--- src/rtl/key_led_mode.sv ---
// key_led_mode: four active-low push-buttons select an LED pattern mode.
// Each key is synchronized and debounced. A debounced press (1->0) toggles
// its mapped mode on or back to OFF. A free-running step counter then
// animates the LEDs in the selected mode.
module key_led_mode #(
  parameter int LED_W    = 4,
  parameter int STEP_CNT = 10_000_000,
  parameter int DEB_CNT  = 1_000_000
) (
  input  logic             sys_clk,
  input  logic             rst,
  input  logic [3:0]       key,
  output logic [LED_W-1:0] led,
  output logic [2:0]       mode
);

  localparam logic [2:0] MODE_OFF     = 3'd0;
  localparam logic [2:0] MODE_WALK_DN = 3'd1;
  localparam logic [2:0] MODE_WALK_UP = 3'd2;
  localparam logic [2:0] MODE_BLINK   = 3'd3;
  localparam logic [2:0] MODE_ALL_ON  = 3'd4;

  localparam int STEP_W = (STEP_CNT > 2) ? $clog2(STEP_CNT) : 1;
  localparam int DEB_W  = (DEB_CNT > 2) ? $clog2(DEB_CNT) : 1;
  localparam logic [STEP_W-1:0] STEP_LAST = STEP_W'(STEP_CNT - 1);
  localparam logic [STEP_W-1:0] STEP_ONE  = STEP_W'(1);
  localparam logic [DEB_W-1:0]  DEB_LAST  = DEB_W'(DEB_CNT - 1);
  localparam logic [DEB_W-1:0]  DEB_ONE   = DEB_W'(1);

  // Key input conditioning state
  logic [3:0]       sync1;
  logic [3:0]       sync2;
  logic [3:0]       stable;
  logic [3:0]       stable_prev;
  logic [DEB_W-1:0] deb_cnt [4];
  logic [3:0]       press;
  logic [3:0]       armed;
  logic [1:0]       fill_cnt;

  // Pattern engine state
  logic [STEP_W-1:0] step_cnt;
  logic              step_tick;
  logic              win_valid;
  logic [2:0]        win_mode;
  logic [2:0]        target_mode;

  // Initial LED pattern loaded whenever a mode is entered.
  function automatic logic [LED_W-1:0] init_pattern(input logic [2:0] m);
    logic [LED_W-1:0] p;
    p = '0;
    case (m)
      MODE_WALK_DN: p[LED_W-1] = 1'b1;
      MODE_WALK_UP: p[0]       = 1'b1;
      MODE_BLINK:   p          = '1;
      MODE_ALL_ON:  p          = '1;
      default:      p          = '0;
    endcase
    return p;
  endfunction

  // Mode selected by each key index.
  function automatic logic [2:0] key_mode(input int idx);
    logic [2:0] m;
    case (idx)
      0:       m = MODE_WALK_DN;
      1:       m = MODE_WALK_UP;
      2:       m = MODE_BLINK;
      default: m = MODE_ALL_ON;
    endcase
    return m;
  endfunction

  // Two-flop synchronizer; released (1) is the reset level.
  always_ff @(posedge sys_clk) begin
    if (rst) begin
      sync1 <= 4'hF;
      sync2 <= 4'hF;
    end else begin
      sync1 <= key;
      sync2 <= sync1;
    end
  end

  // Per-key debounce: accept a new level after DEB_CNT consecutive differing cycles.
  always_ff @(posedge sys_clk) begin
    if (rst) begin
      stable <= 4'hF;
      for (int i = 0; i < 4; i++) deb_cnt[i] <= '0;
    end else begin
      for (int i = 0; i < 4; i++) begin
        if (sync2[i] != stable[i]) begin
          if (deb_cnt[i] == DEB_LAST) begin
            stable[i]  <= sync2[i];
            deb_cnt[i] <= '0;
          end else begin
            deb_cnt[i] <= deb_cnt[i] + DEB_ONE;
          end
        end else begin
          deb_cnt[i] <= '0;
        end
      end
    end
  end

  // Arming: a key seen held low once the synchronizer has refilled after
  // reset stays disarmed until it is released, so a key held through reset
  // does not re-trigger. Keys pressed later arm normally and keep the full
  // sync plus debounce latency.
  always_ff @(posedge sys_clk) begin
    if (rst) begin
      fill_cnt <= 2'd0;
      armed    <= 4'h0;
    end else begin
      if (fill_cnt != 2'd3) fill_cnt <= fill_cnt + 2'd1;
      if (fill_cnt == 2'd2) armed <= sync2;
      else                  armed <= armed | (stable & ~stable_prev);
    end
  end

  // Registered one-cycle press pulse on a debounced 1->0 edge of an armed key.
  always_ff @(posedge sys_clk) begin
    if (rst) begin
      stable_prev <= 4'hF;
      press       <= 4'h0;
    end else begin
      stable_prev <= stable;
      press       <= armed & stable_prev & ~stable;
    end
  end

  // Lowest key index wins among simultaneous presses; the rest are dropped.
  always_comb begin
    win_valid = 1'b0;
    win_mode  = MODE_OFF;
    for (int i = 3; i >= 0; i--) begin
      if (press[i]) begin
        win_valid = 1'b1;
        win_mode  = key_mode(i);
      end
    end
    target_mode = (mode == win_mode) ? MODE_OFF : win_mode;
  end

  assign step_tick = (step_cnt == STEP_LAST);

  // Mode register, step counter and LED pattern; a mode change beats a tick.
  always_ff @(posedge sys_clk) begin
    if (rst) begin
      mode     <= MODE_OFF;
      led      <= '0;
      step_cnt <= '0;
    end else if (mode > MODE_ALL_ON) begin
      mode     <= MODE_OFF;
      led      <= '0;
      step_cnt <= '0;
    end else if (win_valid) begin
      mode     <= target_mode;
      led      <= init_pattern(target_mode);
      step_cnt <= '0;
    end else begin
      step_cnt <= step_tick ? '0 : step_cnt + STEP_ONE;
      if (step_tick) begin
        case (mode)
          MODE_WALK_DN: led <= {led[0], led[LED_W-1:1]};
          MODE_WALK_UP: led <= {led[LED_W-2:0], led[LED_W-1]};
          MODE_BLINK:   led <= ~led;
          default:      led <= led;
        endcase
      end
    end
  end

endmodule

--- config.mk ---
export PLATFORM = sky130hd
export DESIGN_NAME = key_led_mode
export DESIGN_NICKNAME = d
export VERILOG_FILES = /design/src/rtl/key_led_mode.sv
export SDC_FILE = /design/constraint.sdc
export NUM_CORES = 1
export LEC_CHECK = 0
export BUFFER_PORTS_ARGS = -buffer_cell sky130_fd_sc_hd__buf_2
export CAP_MARGIN = 20
export CELL_PAD_IN_SITES_DETAIL_PLACEMENT = 0
export CELL_PAD_IN_SITES_GLOBAL_PLACEMENT = 1
export CORE_MARGIN = 3
export CORE_UTILIZATION = 53
export CTS_BUF_LIST = sky130_fd_sc_hd__clkbuf_8 sky130_fd_sc_hd__clkbuf_16
export DETAILED_ROUTE_END_ITERATION = 10
export GPL_TIMING_DRIVEN = 0
export PLACE_DENSITY_LB_ADDON = 0.2
export RECOVER_POWER = 100
export SLEW_MARGIN = 20
export SYNTH_ARGS = -nofsm -noshare
export SYNTH_HDL_FRONTEND = slang
export SYNTH_SLANG_ARGS = --single-unit
--- constraint.sdc ---
create_clock -name sys_clk -period 4.8 [get_ports sys_clk]
set_clock_uncertainty 0.05 [all_clocks]
set_input_delay 0.72 -clock sys_clk [delete_from_list [all_inputs] [get_ports sys_clk]]
set_output_delay 0.72 -clock sys_clk [all_outputs]
set_load 0.01 [all_outputs]
Word level (Yosys, flattened, before mapping):

Memories as Yosys holds them, arrays and structs flattened.
Index checks and enable logic that the tools add are counted.

* muxes and demuxes: 74
* bitwise logic cells: 19
* magnitude comparators: 1
* add/sub/neg operators: 6
* reductions and logical operators: 12
* eq/ne operators: 19

Operator list (number)
* $mux 20: 12
* $add 20x1->20 const B: 4
* $eq 20x20->1 const B: 4
* $mux 1: 52
* $add 24x1->24 const B: 1
* $eq 24x24->1 const B: 1
* $mux 3: 5
* $and 4x4->4: 3
* $eq 3x2->1 const B: 4
* $mux 4: 3
* $not 4->4: 3
* $or 1x1->1: 12
* $pmux 4 s3: 1
* $reduce_and 2->1: 5
* $eq 3x1->1 const B: 2
* $reduce_or 3->1: 2
* $ne 1x1->1: 4
* $or 4x4->4: 1
* $reduce_bool 4->1: 1
* $reduce_or 2->1: 2
* $reduce_or 4->1: 1
* $eq 3x3->1: 1
* $eq 3x3->1 const B: 1
* $gt 3x3->1 const B: 1
* other kinds (5): 5

* register bits after elaboration: 57
* input port bits: 6
* bits in writable memories: 80
* output and inout bits: 7
* memories: 1
* logic and storage cells: 145

Memories
* deb_cnt: depth 4, bits a word 20, read ports 4, clocked after Yosys merged registers in 0, write ports 4, line 35 `logic [DEB_W-1:0] deb_cnt [4];`

Logic depth before layout (Yosys ltp):

* depth after elaboration: 10
* mapped depth: 8
* depth with buffers taken out: 6

Worst setup path after synthesis:

OpenSTA, ideal clock, no wires.

* kind: flip-flop to flip-flop
* from: mem deb_cnt[1][11] in the netlist's numbering
* to: mem deb_cnt[1][12] in the netlist's numbering, data pin
* period minus slack after synthesis: 2.053 ns
* slack: 2.747 ns
* cell stages (with the launch flop): 6
* arrival: 1.747 ns
* library setup time: 0.257 ns
* path buffers: 1
* data required time: 4.493 ns
* cell sequence: edfxtp_1 > or4b_2 > nor4_1 > or3_1 > buf_2 > nor2_1

RTL lines (line)
* start: declaration: 35

==> flow_summary.rst <==
.. list-table::
   :header-rows: 1

   * - Metric
     - Value
   * - Slew margin rel.
     - 0.5781
   * - HPWL after detailed placement
     - 8.628 mm
   * - Share of layout cells above drive strength 1
     - 0.07186
   * - Std-Cell Core Area
     - 0.01226 mm²
   * - Synth async-reset ratio
     - 0
   * - Die area
     - 0.01415 mm²
   * - Critical Path Max Stage Delay
     - 0.45 ns
   * - Clock latency of the later-clocked register in the worst-skew pair
     - 0.42 ns
   * - Clock slew seen by the registers of the worst setup and hold paths
     - 0.05 ns
   * - Layout Nets
     - 821
   * - Total count of hold-check failures in the final report
     - 0
   * - Hold EP
     - sync2[1]
   * - Post-synthesis instance area
     - 0.006763 mm²
   * - Die Span Y
     - 119.0 µm
   * - Cell Count Post-Placement
     - 957
   * - Compound-Gate Fraction of Synth Area
     - 0.04477
   * - Crit path DAT
     - 2.85 ns
   * - Quantity of hold-fixing buffers added after cts
     - 0
   * - Setup-violating endpoint count in the final report
     - 0
   * - Class of the worst hold path
     - register to register
   * - Combinational share of power
     - 0.042
   * - Category of the worst setup path capture point
     - register
   * - Multiplexer area fraction after synthesis
     - 0
   * - Share of synthesized area occupied by flip-flops and latches
     - 0.5240
   * - Via count of the first global-routing pass
     - 4803
   * - Number of top-level pins
     - 13
   * - First-iteration detailed-routing DRC count
     - 281
   * - Critical path launch point type
     - register
   * - Average footprint of a synthesized cell
     - 9.689 µm²
   * - Crit path time final
     - 2.759 ns
   * - Maximum buffer depth of the clock tree
     - 2
   * - First-pass GRT wire length
     - 20.89 mm
   * - Maximum number of pins on one net before global-route repair
     - 17
   * - Number of diodes added for antenna fixing
     - 0
   * - Adder-cell share of the synthesized area
     - 0.01295
   * - Count of input and output buffers
     - 12
   * - P&R area growth vs syn
     - 15.91%
   * - Number of max-slew violations in the final report
     - 0
   * - TritonCTS clock tree
     - done
   * - Total global routing track utilization
     - 0.1806
   * - Status
     - finished clean
   * - Filler cell count in the final layout
     - 1064
   * - Cell count after synthesis
     - 698
   * - Crit Reg-Reg Startpoint
     - deb_cnt[3][0]
   * - Reg2reg setup slack
     - 2.04 ns
   * - Ratio of routed vias to standard cells
     - 5.008
   * - Fin Setup TNS
     - 0 ns
   * - Number of storage elements in the synthesis netlist
     - 137
   * - H-tree depth
     - 4
   * - YS warnings
     - 0
   * - Pre-CTS WS
     - 2.360 ns
   * - Cell Rows
     - 40
   * - Master of the slowest instance on the critical path
     - sky130_fd_sc_hd__nor3_1
   * - Total routed wirelength
     - 11.97 mm
   * - Antenna violations before repair
     - 0
   * - XOR/XNOR share of the synthesized area
     - 0.1295
   * - Sw frac
     - 0.2125
   * - Clk root buf
     - sky130_fd_sc_hd__clkbuf_16
   * - Cell depth of the worst flop-to-flop path
     - 7
   * - Worst Slack Setup Final
     - 2.041 ns
   * - Total DRC errors in the routed layout
     - 0
   * - Largest family of logic cells by synthesized area
     - simple AND/OR/NAND/NOR gates
   * - Critical Path Most Common Cell
     - sky130_fd_sc_hd__clkbuf_1
   * - Critical-path maximum fanout
     - 10
   * - Power per Cell Area
     - 334.8 mW/mm²
   * - Switching power summed over all nets
     - 0.5578 mW
   * - Non-filler cells in the finished layout
     - 989
   * - Achievable frequency
     - 362.5 MHz
   * - Type of the worst setup path
     - register to register
   * - Number of cells upsized or downsized after cts
     - 0
   * - Wirelength per Cell
     - 12.10 µm
   * - Post-detailed-route count of antenna-violating nets
     - 0
   * - Setup bufs post-CTS
     - 0
   * - Data required time of the worst path
     - 4.89 ns
   * - Cells traversed along the worst timing path
     - ha_1 > nand3_1 > nor3_1 > or2_2 > clkbuf_1 > clkbuf_1 > nor2_1
   * - Final clock period utilization by the worst path
     - 0.5748
   * - Number of CTS-inserted buffers
     - 17
   * - Leakage power total
     - 2.741 nW
   * - Reg-to-reg critical path endpoint
     - deb_cnt[3][12]
   * - Number of cells traversed by the worst hold path
     - 1
   * - Sequential share of power
     - 0.506
   * - Number of unique standard cell types used by synthesis
     - 48
   * - Clock group share of total power
     - 0.452
   * - Starting density of the core
     - 0.5515
   * - Sinks on the clock net
     - 137
   * - Leading cell types in the layout, fill and taps excluded
     - sky130_fd_sc_hd__nor2_1 (145), sky130_fd_sc_hd__edfxtp_1 (80), sky130_fd_sc_hd__conb_1 (80)
   * - Horizontal extent of the die
     - 119.0 µm
   * - Worst voltage drop across the vdd grid
     - 0.2321 mV
   * - Simple-gate share of the synthesized area
     - 0.2575
   * - Transition time at the pin with the least slew margin
     - 0.6271 ns
   * - Vias
     - 4953
   * - Worst slack on hold paths
     - 0.3558 ns
   * - Max Cap Violations
     - 0
   * - Number of enable-type register cells in the synthesized netlist
     - 80
   * - Unrepaired setup endpoints after global routing
     - no
   * - Most common cell after layout, fill and taps aside
     - sky130_fd_sc_hd__nor2_1
   * - Most used flip-flop cell after synthesis
     - sky130_fd_sc_hd__edfxtp_1
   * - First drt pass iteration count
     - 4
   * - Hold path startpoint
     - sync1[1]
   * - Gpl congestion
     - 0.8426
   * - Internal Dissipation
     - 2.067 mW
   * - Overflow after GRT
     - 0
[kinds of logic (layout without fill, tap and decap cells)]
kind of cell             count (synthesis)  after routing
flip-flops                             137            137
adder cells (fa/ha/maj)                  7              7
XOR/XNOR                               100            100
AND/OR/NAND/NOR                        355            355
other                                    1             80
AO/OA/AOI/OAI                           46             46
buffers and inverters                   52             96
[through the flow]
stage / cell area, µm² / utilization / total power [mW]
final: 7839 / 0.6393 / 2.624
after global routing: 7839 / 0.6393 / 2.732
after CTS: 7883 / 0.6429 / 2.652
after detailed placement: 7330 / 0.5978 / 1.460
after global placement: 7330 / 0.5978 / 1.454
after floorplan: 7059 / - / 1.431
[registers in the layout (all words and copies together), names as in the netlist]
| signal | flops |
|---|---|
| sync2 | 4 |
| led | 4 |
| step_cnt | 24 |
| armed | 4 |
| press | 4 |
| stable | 4 |
| stable_prev | 4 |
| fill_cnt | 2 |
| sync1 | 4 |
| deb_cnt | 80 |
| mode | 3 |
[per-layer routing]
| layer | vias up | global-route usage | share of wire |
|---|---|---|---|
| met1 | 2332 | 0.2271 | 0.48 |
| li1 | 2547 | - | - |
| met4 | 0 | 0.05793 | 0.0095 |
| met2 | 64 | 0.2959 | 0.48 |
| met5 | - | 0 | 0 |
| met3 | 10 | 0.05888 | 0.032 |
[Yosys cell counts, types with 6 or more instances]
library cell,count,share of area
sky130_fd_sc_hd__a211o_1,6,0.0078
sky130_fd_sc_hd__a21oi_1,16,0.012
sky130_fd_sc_hd__and3_1,6,0.0056
sky130_fd_sc_hd__buf_2,10,0.0074
sky130_fd_sc_hd__clkbuf_1,12,0.0067
sky130_fd_sc_hd__dfxtp_1,57,0.17
sky130_fd_sc_hd__edfxtp_1,80,0.36
sky130_fd_sc_hd__ha_1,7,0.013
sky130_fd_sc_hd__inv_1,30,0.017
sky130_fd_sc_hd__nand2_1,49,0.027
sky130_fd_sc_hd__nand3_1,37,0.027
sky130_fd_sc_hd__nand4_1,18,0.017
sky130_fd_sc_hd__nor2_1,145,0.080
sky130_fd_sc_hd__nor2b_1,8,0.0074
sky130_fd_sc_hd__nor3_1,28,0.021
sky130_fd_sc_hd__nor4_1,13,0.012
sky130_fd_sc_hd__o21ai_0,9,0.0067
sky130_fd_sc_hd__or2_2,14,0.013
sky130_fd_sc_hd__or3_1,10,0.0093
sky130_fd_sc_hd__xnor2_1,57,0.074
sky130_fd_sc_hd__xor2_1,43,0.056
[power by group through the flow]
| stage | combinational, mW | sequential [mW] | clock [mW] |
|---|---|---|---|
| finish | 0.109 | 1.33 | 1.19 |
| global route | 0.130 | 1.33 | 1.27 |
| CTS | 0.109 | 1.33 | 1.21 |
| detailed placement | 0.107 | 1.35 | 0 |
| global placement | 0.105 | 1.35 | 0 |
| floorplan | 0.0893 | 1.34 | 0 |
[how the worst max path moves through the flow]
stage | start | end | slack [ns] | cells past startpoint
4_1_cts | deb_cnt[3][0] | deb_cnt[3][12] | 2.35 | 7
3_5_place_dp | deb_cnt[3][0] | deb_cnt[3][12] | 2.36 | 7
2_1_floorplan | deb_cnt[1][11] | deb_cnt[1][12] | 2.75 | 5
6_report | deb_cnt[3][0] | deb_cnt[3][12] | 2.04 | 7
3_3_place_gp | deb_cnt[3][0] | deb_cnt[3][13] | 2.38 | 7
5_1_grt | deb_cnt[3][0] | deb_cnt[3][12] | 1.75 | 7
[final cells by class]
| type | count | area, µm² | share of cell area |
|---|---|---|---|
| Clock buffer | 23 | 508.0 | 0.06480 |
| Clock inverter | 9 | 45.04 | 0.005746 |
| Multi-Input combinational cell | 588 | 3286 | 0.4192 |
| Buffer | 22 | 83.83 | 0.01069 |
| Inverter | 30 | 112.6 | 0.01437 |
| Timing Repair Buffer | 12 | 50.05 | 0.006385 |
| Sequential cell | 137 | 3543 | 0.4520 |
| Tap cell | 168 | 210.2 | 0.02682 |
[worst max-delay path, delay by kind of cell (launching register included)]
family                   cells  cell delay (ns)
flip-flops                   1             0.41
AND/OR/NAND/NOR              4             1.03
buffers and inverters        2             0.75
adder cells (fa/ha/maj)      1             0.24
Note: power is estimated with default switching activity, not from simulation.
